`config.mk`:
```
export PLATFORM = sky130hd
export DESIGN_NAME = mips_fetch_unit
export DESIGN_NICKNAME = d
export VERILOG_FILES = /design/src/rtl/mips_fetch_unit.sv
export SDC_FILE = /design/constraint.sdc
export NUM_CORES = 1
export LEC_CHECK = 0
export CAP_MARGIN = 10
export CORE_MARGIN = 4
export CORE_UTILIZATION = 41
export DETAILED_ROUTE_END_ITERATION = 8
export PLACE_DENSITY = 0.86
export SLEW_MARGIN = 20
export SYNTH_ARGS = -nofsm -noshare
export SYNTH_HDL_FRONTEND = slang
export SYNTH_SLANG_ARGS = --single-unit
export TNS_END_PERCENT = 50
```
`constraint.sdc`:
```
create_clock -name clk -period 3.15 [get_ports clk]
set_input_delay 0.315 -clock clk [delete_from_list [all_inputs] [get_ports clk]]
set_output_delay 0.315 -clock clk [all_outputs]
set_load 0.005 [all_outputs]
```
`src/rtl/mips_fetch_unit.sv`:
```
// mips_fetch_unit: two-state (FETCH/EXEC) MIPS instruction fetch with PC sequencing.
// Define MIPS_FETCH_ADDR_ERR_EN to trap misaligned jr/jalr targets to EXC_VECTOR and pulse addr_err.
module mips_fetch_unit #(
  parameter logic [31:0] RESET_PC   = 32'h0000_0000,
  parameter logic [31:0] EXC_VECTOR = 32'h0000_0080
) (
  input  logic        clk,
  input  logic        reset,
  output logic        imem_req,
  output logic [31:0] imem_addr,
  input  logic        imem_ready,
  input  logic [31:0] imem_rdata,
  output logic [31:0] inst,
  output logic        inst_valid,
  output logic [31:0] pc,
  output logic [31:0] pc_plus4,
  input  logic        exec_done,
  input  logic [1:0]  PCSrc,
  input  logic        Branch,
  input  logic        Zero,
  input  logic [31:0] jr_target,
  output logic        addr_err
);
  typedef enum logic {FETCH, EXEC} state_t;
  state_t      state_q, state_d;
  logic [31:0] pc_q, pc_d, inst_q, inst_d;
  logic        inst_valid_q, inst_valid_d;
  logic [31:0] br_off, next_pc, target;
  logic        retire;
  assign pc_plus4   = pc_q + 32'd4;
  assign br_off     = {{14{inst_q[15]}}, inst_q[15:0], 2'b00};
  assign retire     = (state_q == EXEC) && exec_done;
  assign imem_req   = (state_q == FETCH) && !reset;
  assign imem_addr  = pc_q;
  assign pc         = pc_q;
  assign inst       = inst_q;
  assign inst_valid = inst_valid_q;
  // Reserved PCSrc=01 falls through to sequential like an untaken branch.
  always_comb begin
    next_pc = pc_plus4;
    next_pc = (PCSrc == 2'b00 && Branch && Zero) ? pc_plus4 + br_off :
              (PCSrc == 2'b10) ? {pc_plus4[31:28], inst_q[25:0], 2'b00} :
              (PCSrc == 2'b11) ? {jr_target[31:2], 2'b00} : pc_plus4;
  end
`ifdef MIPS_FETCH_ADDR_ERR_EN
  logic misaligned, addr_err_q, addr_err_d;
  assign misaligned = (PCSrc == 2'b11) && (jr_target[1:0] != 2'b00);
  assign target     = misaligned ? EXC_VECTOR : next_pc;
  assign addr_err_d = retire && misaligned;
  assign addr_err   = addr_err_q;
  always_ff @(posedge clk) begin
    if (reset) addr_err_q <= 1'b0;
    else       addr_err_q <= addr_err_d;
  end
`else
  logic unused_ok;
  assign unused_ok = ^{EXC_VECTOR, jr_target[1:0]};
  assign target    = next_pc;
  assign addr_err  = 1'b0;
`endif
  always_comb begin
    state_d      = state_q;
    pc_d         = pc_q;
    inst_d       = inst_q;
    inst_valid_d = inst_valid_q;
    if (state_q == FETCH) begin
      if (imem_ready) begin
        inst_d       = imem_rdata;
        inst_valid_d = 1'b1;
        state_d      = EXEC;
      end
    end else if (retire) begin
      pc_d         = target;
      inst_valid_d = 1'b0;
      state_d      = FETCH;
    end
  end
  always_ff @(posedge clk) begin
    if (reset) begin
      state_q      <= FETCH;
      pc_q         <= RESET_PC;
      inst_q       <= '0;
      inst_valid_q <= 1'b0;
    end else begin
      state_q      <= state_d;
      pc_q         <= pc_d;
      inst_q       <= inst_d;
      inst_valid_q <= inst_valid_d;
    end
  end
endmodule
```
==> impl_metrics.ini <==
[critical_path]
ff2ff_setup_slack_ns = -0.30
critPathCaptureType = register
ff2ff_path_depth = 16
arrival_ns = 3.67
timing.rr.start = imem_addr[17]
start_kind = register
regToRegEndpoint = imem_addr[31]
crit_type = reg2reg
crit_fanout = 5
cp.required_ns = 3.37

[clock_network]
cts_tree = yes
worstSkewPairLatency_ns = 0.34
cts-root-buf = clkbuf_16
clockBufferDepth = 2
htreeDepth = 3
holdBufCountCts = 0
clkTransAtPathRegs_ns = 0.06
clock-sinks = 64
cts_buffers = 9

[sta]
worstMarginPinSlew_ns = 0.843
fin_ws_ns = -0.297
fin_crit_sh_pct = 109
post-route-min-period_ns = 3.45
finalHoldViolCount = 0
maxSlewViolCount = 0
setup_viol = 15
slew-limit-headroom_pct = 43.8
fmax_mhz = 290
fin_skew_ns = 0.00749
rsz0062_at_grt = true

[placement]
io_buffers = 193
placed_area_sq_um = 8270
hpwl_mm = 16.5
globalplace.congestion = 1.02

[routing]
firstDrtPassIters = 8
wl_per_cell_um = 21.2
wl_mm = 25.5
drc = 0
drtAntennaViolNets = 0
via_count = 7305
drtIter0Drc = 852
via_per_inst = 6.07

[cells_and_area]
post-route-util_pct = 74.1
register_area_sq_um = 1300
nNetsFinal = 1136
multi_input_area_sq_um = 4480
antennaDiodeCount = 0
fin_area_sq_um = 9470
syn_to_final_growth_pct = 75.4
drive_above_1_share_pct = 29.4
fill_cells = 815

[die]
die_area_sq_um = 15100
die_w_um = 123
ios = 203
dieHeight_um = 123
row_count = 41
initial_core_util_pct = 42.2
core-area_sq_um = 12800

[power]
internal_power_uw = 1890
p_sw_uw = 919
power.share.sequential_pct = 32.1
power_leakage_uw = 0.00400
max-vdd-ir-drop_v = 0.000299
clkPwrFrac_pct = 33.5
swShare_pct = 32.7
share_comb_of_total_power_pct = 34.4
powerDensity_nw_per_um2 = 297

[yosys]
ys.flop_type = dfxtp_1
synth_edf_count = 0
synth_seq_area_share_pct = 23.7
syn_area_sq_um = 5400
avgSynthCellArea_sq_um = 7.37
synthArstFlopShare_pct = 0
ys_seq_elements = 64
synth.distinct_cells = 53
yosysWarnings = 0
synth_cells = 732

[hold_path]
hold-path-endpoint = inst[30]
hp-class = reg2reg
holdPathStages = 2
worstHoldStart = inst[30]

[global_route]
grt.overflow.total = 0
grt_pass1_wl_mm = 33.6
grt_pass1_vias = 6587
antenna_found_initial = 0
grt_max_degree = 55
track_usage_pct = 28.1

[status]
status = complete, but fails checks
violations = setup timing

[job]
drv_cap = 0
==> synth_stat cells (all sizes together), types with 5 or more instances <==
cell type	count	area share [%]
xor2	17	2.8
nand4	10	1.2
clkbuf	34	2.4
o41ai	5	0.81
dfxtp	64	24
and3	7	0.81
a31oi	6	0.70
buf	43	5.6
mux2i	24	4.5
nand2	138	9.6
nor3	14	1.3
a21o	11	1.5
a311oi	14	2.3
nor2	62	4.3
a221oi	6	1.2
ha	36	8.3
nand3	20	1.9
a21oi	72	6.7
o211ai	12	1.7
xnor2	37	6.0
inv	9	0.63
a211oi	15	2.1
o21ai	31	2.9
nor2b	5	0.58
==> power by group through the flow <==
stage	sequential (uW)	clock (uW)	combinational [uW]
after floorplan	927	0	371
final	904	941	968
after global placement	913	0	807
after CTS	899	938	860
after global routing	909	978	1020
after detailed placement	915	0	825
==> per-stage QoR <==
stage	hold WS (ns)	total power [uW]	setup TNS, ns	cells	worst slack (ns)
after floorplan	0.451	1300	-0.0354	738	-0.0182
after global placement	0.441	1720	-0.461	1165	-0.138
after detailed placement	0.447	1740	-1.00	1165	-0.217
after CTS	0.454	2700	-0.0403	1191	-0.0212
after global routing	0.469	2910	-4.84	1204	-0.433
final	0.453	2810	-2.50	1204	-0.297
==> cells by family after synthesis <==
family	Yosys count	share of synthesized area, %
adder cells (fa/ha/maj)	37	8.72
flip-flops	64	23.7
AO/OA/AOI/OAI	194	23.6
multiplexers	26	4.87
other	1	0.0695
AND/OR/NAND/NOR	270	21.7
buffers and inverters	86	8.58
XOR/XNOR	54	8.76
==> worst max-delay path, stage by stage (launching register included) <==
cell and delay [ns]:
dfxtp_1 0.40, nand3_1 0.18, nor4_4 0.33, buf_4 0.18
buf_4 0.12, nand3_4 0.08, buf_4 0.18, nor2_1 0.20
xor2_1 0.41, ha_1 0.34, inv_1 0.15, nor2_1 0.08
a21oi_1 0.16, o41ai_2 0.12, buf_4 0.15, xnor2_1 0.14
a21oi_1 0.09
==> registers in the layout, indices dropped and copies added (netlist names) <==
register	cells
inst	32
imem_addr	30
inst_valid	1
state_q	1
==> area by class of cell <==
class	count	share of cell area (%)
multi-input combinational	588	47.4
timing repair buffer	355	33.4
sequential	64	13.7
clock buffer	9	2.38
tap	172	2.27
clock inverter	7	0.502
inverter	9	0.357
==> worst max path at each step <==
stage / from / end / slack, ns / cells past startpoint
6_report: imem_addr[17] / imem_addr[31] / -0.30 / 16
3_5_place_dp: imem_addr[3] / imem_addr[29] / -0.22 / 17
4_1_cts: imem_addr[3] / imem_addr[30] / -0.02 / 15
5_1_grt: imem_addr[17] / imem_addr[29] / -0.43 / 16
2_1_floorplan: imem_addr[5] / imem_addr[29] / -0.02 / 14
3_3_place_gp: imem_addr[3] / imem_addr[31] / -0.14 / 17
==> routing by layer <==
layer	vias up	track usage (%)	part of all wire, %
met5	-	0	0
met4	0	11.0	5.4
met3	148	7.19	12
met2	578	45.9	47
met1	3410	35.4	36
li1	3169	-	-
==> timing repair <==
item | in CTS | in global routing
pin swaps | 26 | 29
endpoints found under the setup margin | 10 | 19
setup buffers | 11 | 13
resized for setup | 48 | 94
==> cell usage in the layout, fill, tap and decap left out, types with 13 or more instances in the layout <==
| cell | Yosys | final |
|---|---|---|
| xnor2_1 | 37 | 18 |
| ha_1 | 36 | 24 |
| a21oi_1 | 72 | 58 |
| xnor2_2 | 0 | 15 |
| nand2_1 | 138 | 130 |
| mux2i_1 | 24 | 24 |
| clkdlybuf4s50_1 | 0 | 190 |
| dfxtp_1 | 64 | 56 |
| buf_4 | 37 | 155 |
| nor2_1 | 62 | 56 |
| a311oi_1 | 14 | 14 |
| o21ai_0 | 30 | 16 |
| nand3_1 | 20 | 13 |
No activity file was read; power rests on OpenSTA's default activity.
==> edit, RTL diff (config.mk and constraints unchanged) <==
Add a define of `MIPS_FETCH_ADDR_ERR_EN`.
--- a/src/rtl/mips_fetch_unit.sv
+++ b/src/rtl/mips_fetch_unit.sv
@@ -1,4 +1,6 @@
 // mips_fetch_unit: two-state (FETCH/EXEC) MIPS instruction fetch with PC sequencing.
 // Define MIPS_FETCH_ADDR_ERR_EN to trap misaligned jr/jalr targets to EXC_VECTOR and pulse addr_err.
+`define MIPS_FETCH_ADDR_ERR_EN
+
 module mips_fetch_unit #(
   parameter logic [31:0] RESET_PC   = 32'h0000_0000,
Formal check against the unedited RTL: not equivalent (Yosys sat finds a counterexample within 4 cycles, from zero or initial values and one cycle with reset high).
==> edit against the unedited design <==
- the flow still finishes with violations (negative setup slack)
- design area is 4.1% lower
- sequential cell count is 1 higher
- final cell count is 0.33% lower
- via count is 6.2% lower
- clock power is 2.4% higher
- sequential share of layout area is 0.69 points higher
- non-clock buffer count is 7 lower
- worst setup slack better by 60 ps
- synthesized area is 3.0% higher
- total power is 9.2% lower
- sequential power is 0.4% lower
- wire length is 11% lower
- critical path type unchanged
- largest cell class unchanged
==> edit: results (changes against the unedited design) <==
Max VDD drop: 0.0004180 V (was 0.0002989 V)
multiplexer area fraction after synthesis: 5.019% (was 4.869%)
# setup viols final: 9 (was 15)
hpwl dp: 16670 um (was 16460 um)
crit path DAT: 3620 ps (was 3670 ps)
Final #Nets: 1128 (was 1136)
met3 track utilization from global routing: 8.834% (was 7.189%)
Post-Layout Cell Count: 1200 (was 1204)
Root Driver: clkbuf_16 (unchanged)
outcome: finished with violations (unchanged)
met1 usage: 33.48% (was 35.36%)
Setup WS post-layout: -237.1 ps (was -296.8 ps)
Post-DP Area: 0.008429 mm^2 (was 0.008267 mm^2)
synth warn: 0 (unchanged)
Post-synth top cells: nand2_1, a21oi_1, dfxtp_1 (unchanged)
CP top delay family: compound AO/OA/AOI/OAI gates (was simple AND/OR/NAND/NOR gates)
syn_area_per_cell: 7.626 um^2 (was 7.372 um^2)
worst-path fanout max: 4 (was 5)
Worst slew margin: 51.83% (was 43.79%)
H-Tree Level Count: 3 (unchanged)
leak pwr: 3.939 nW (was 4.000 nW)
Max clock buf depth: 2 (unchanged)
final wirelength: 22780 um (was 25520 um)
Fillers: 985 (was 815)
sequential-to-total area share from yosys stat: 23.41% (was 23.74%)
via/cell ratio: 5.708 (was 6.067)
placer congestion estimate: 0.9401 (was 1.019)
TNS Setup: -1118 ps (was -2503 ps)
Hold/Removal Path Class: in2reg (was reg2reg)
drt first-iter violations: 605 (was 852)
largest cells by area after synthesis: dfxtp_1, nand2_1, ha_1 (unchanged)
share of layout cells above drive strength 1: 24.41% (was 29.36%)
adder-cell area share of the yosys netlist: 8.463% (was 8.718%)
Crit-path slowest cell: dfxtp_1 (was xor2_1)
xor/xnor cell area share of the yosys netlist: 7.878% (was 8.764%)
Synth Area in Compound Gates: 25.23% (was 23.58%)
GRT Util Overall: 26.51% (was 28.08%)
Psw: 0.7673 mW (was 0.9192 mW)
vias in the first global route: 6540 (was 6587)
GRT met2 Usage: 42.94% (was 45.88%)
Cell variety after synth: 76 (was 53)
failing checks: negative setup slack (unchanged)
Pre-Repair DR Iteration Count: 5 (was 8)
final clock skew: 9.900 ps (was 7.493 ps)
Max stage delay on crit path: 340 ps (was 410 ps)
initial antenna violation count: 0 (unchanged)
clk slew on worst S/H paths: 60 ps (about the same)
I/O Buffers: 196 (was 193)
largest net degree at the start of global routing: 33 (was 55)
global-route wire length before repair: 33820 um (was 33570 um)
edit: changes by cell type in the layout (fill, tap and decap cells not counted), sizes merged, moves of 8 or more:
cell	delta
nor2	-16
a311oi	-14
nand2	-12
buf	-11
a22o	+9
o21ai	+8
xnor2	-8
edit: logic make-up after synthesis:
family / after synthesis
buffers and inverters: 85
AOI/OAI and AO/OA: 209
xor gates and xnor gates: 50
adders and majority gates: 37
muxes: 27
and+or+nand+nor: 255
DFF: 65
other: 1
edit: cell type report:
cell class	count	area share, %
clock buffers	11	2.674
clock inverters	5	0.3997
inverters	11	0.4549
multi-input cells	584	45.42
flip-flops and latches	65	14.43
well taps	176	2.426
repair buffers	348	34.20
edit: stage by stage:
stage / setup slack [ps] / hold WS [ps] / utilization (%)
detailed placement: -345.2 / 454.6 / 63.65
finish: -237.1 / 438.8 / 68.55
floorplan: -288.7 / 430.8 / -
CTS: -151.0 / 433.6 / 66.99
global placement: -283.5 / 440.9 / 63.65
global route: -478.5 / 466.9 / 68.55
edit: metal layers:
| layer | part of all wire [%] | routed length [um] | up-vias |
|---|---|---|---|
| met5 | 0 | 0 | - |
| met1 | 40 | 9109 | 3216 |
| met2 | 46 | 10540 | 414 |
| met3 | 11 | 2466 | 69 |
| li1 | - | - | 3151 |
| met4 | 2.9 | 663 | 0 |
edit: worst paths after layout:
kind              depth (start not counted)          start       endpoint
hold / removal                            3       PCSrc[0]       addr_err
setup / recovery                         15  imem_addr[11]  imem_addr[31]
hold reg to reg                           2       inst[31]       inst[31]
setup reg to reg                         15  imem_addr[11]  imem_addr[31]
edit: power by group through the flow:
stage | combinational, mW | clock [mW] | sequential, mW
after floorplan | 0.294 | 0 | 0.920
after global placement | 0.640 | 0 | 0.913
after detailed placement | 0.649 | 0 | 0.915
after CTS | 0.661 | 0.978 | 0.898
after global routing | 0.740 | 1.01 | 0.904
final | 0.690 | 0.964 | 0.900
edit: what timing repair did:
item,in CTS,in global routing
pin swaps,29,21
setup endpoints to repair,13,19
setup buffers,6,7
hold buffers,0,0
gates resized for setup,22,28
edit: worst min-delay path, stage by stage:
cell      delay, ps
buf_2           140
o211ai_1        200
nor3_1           70
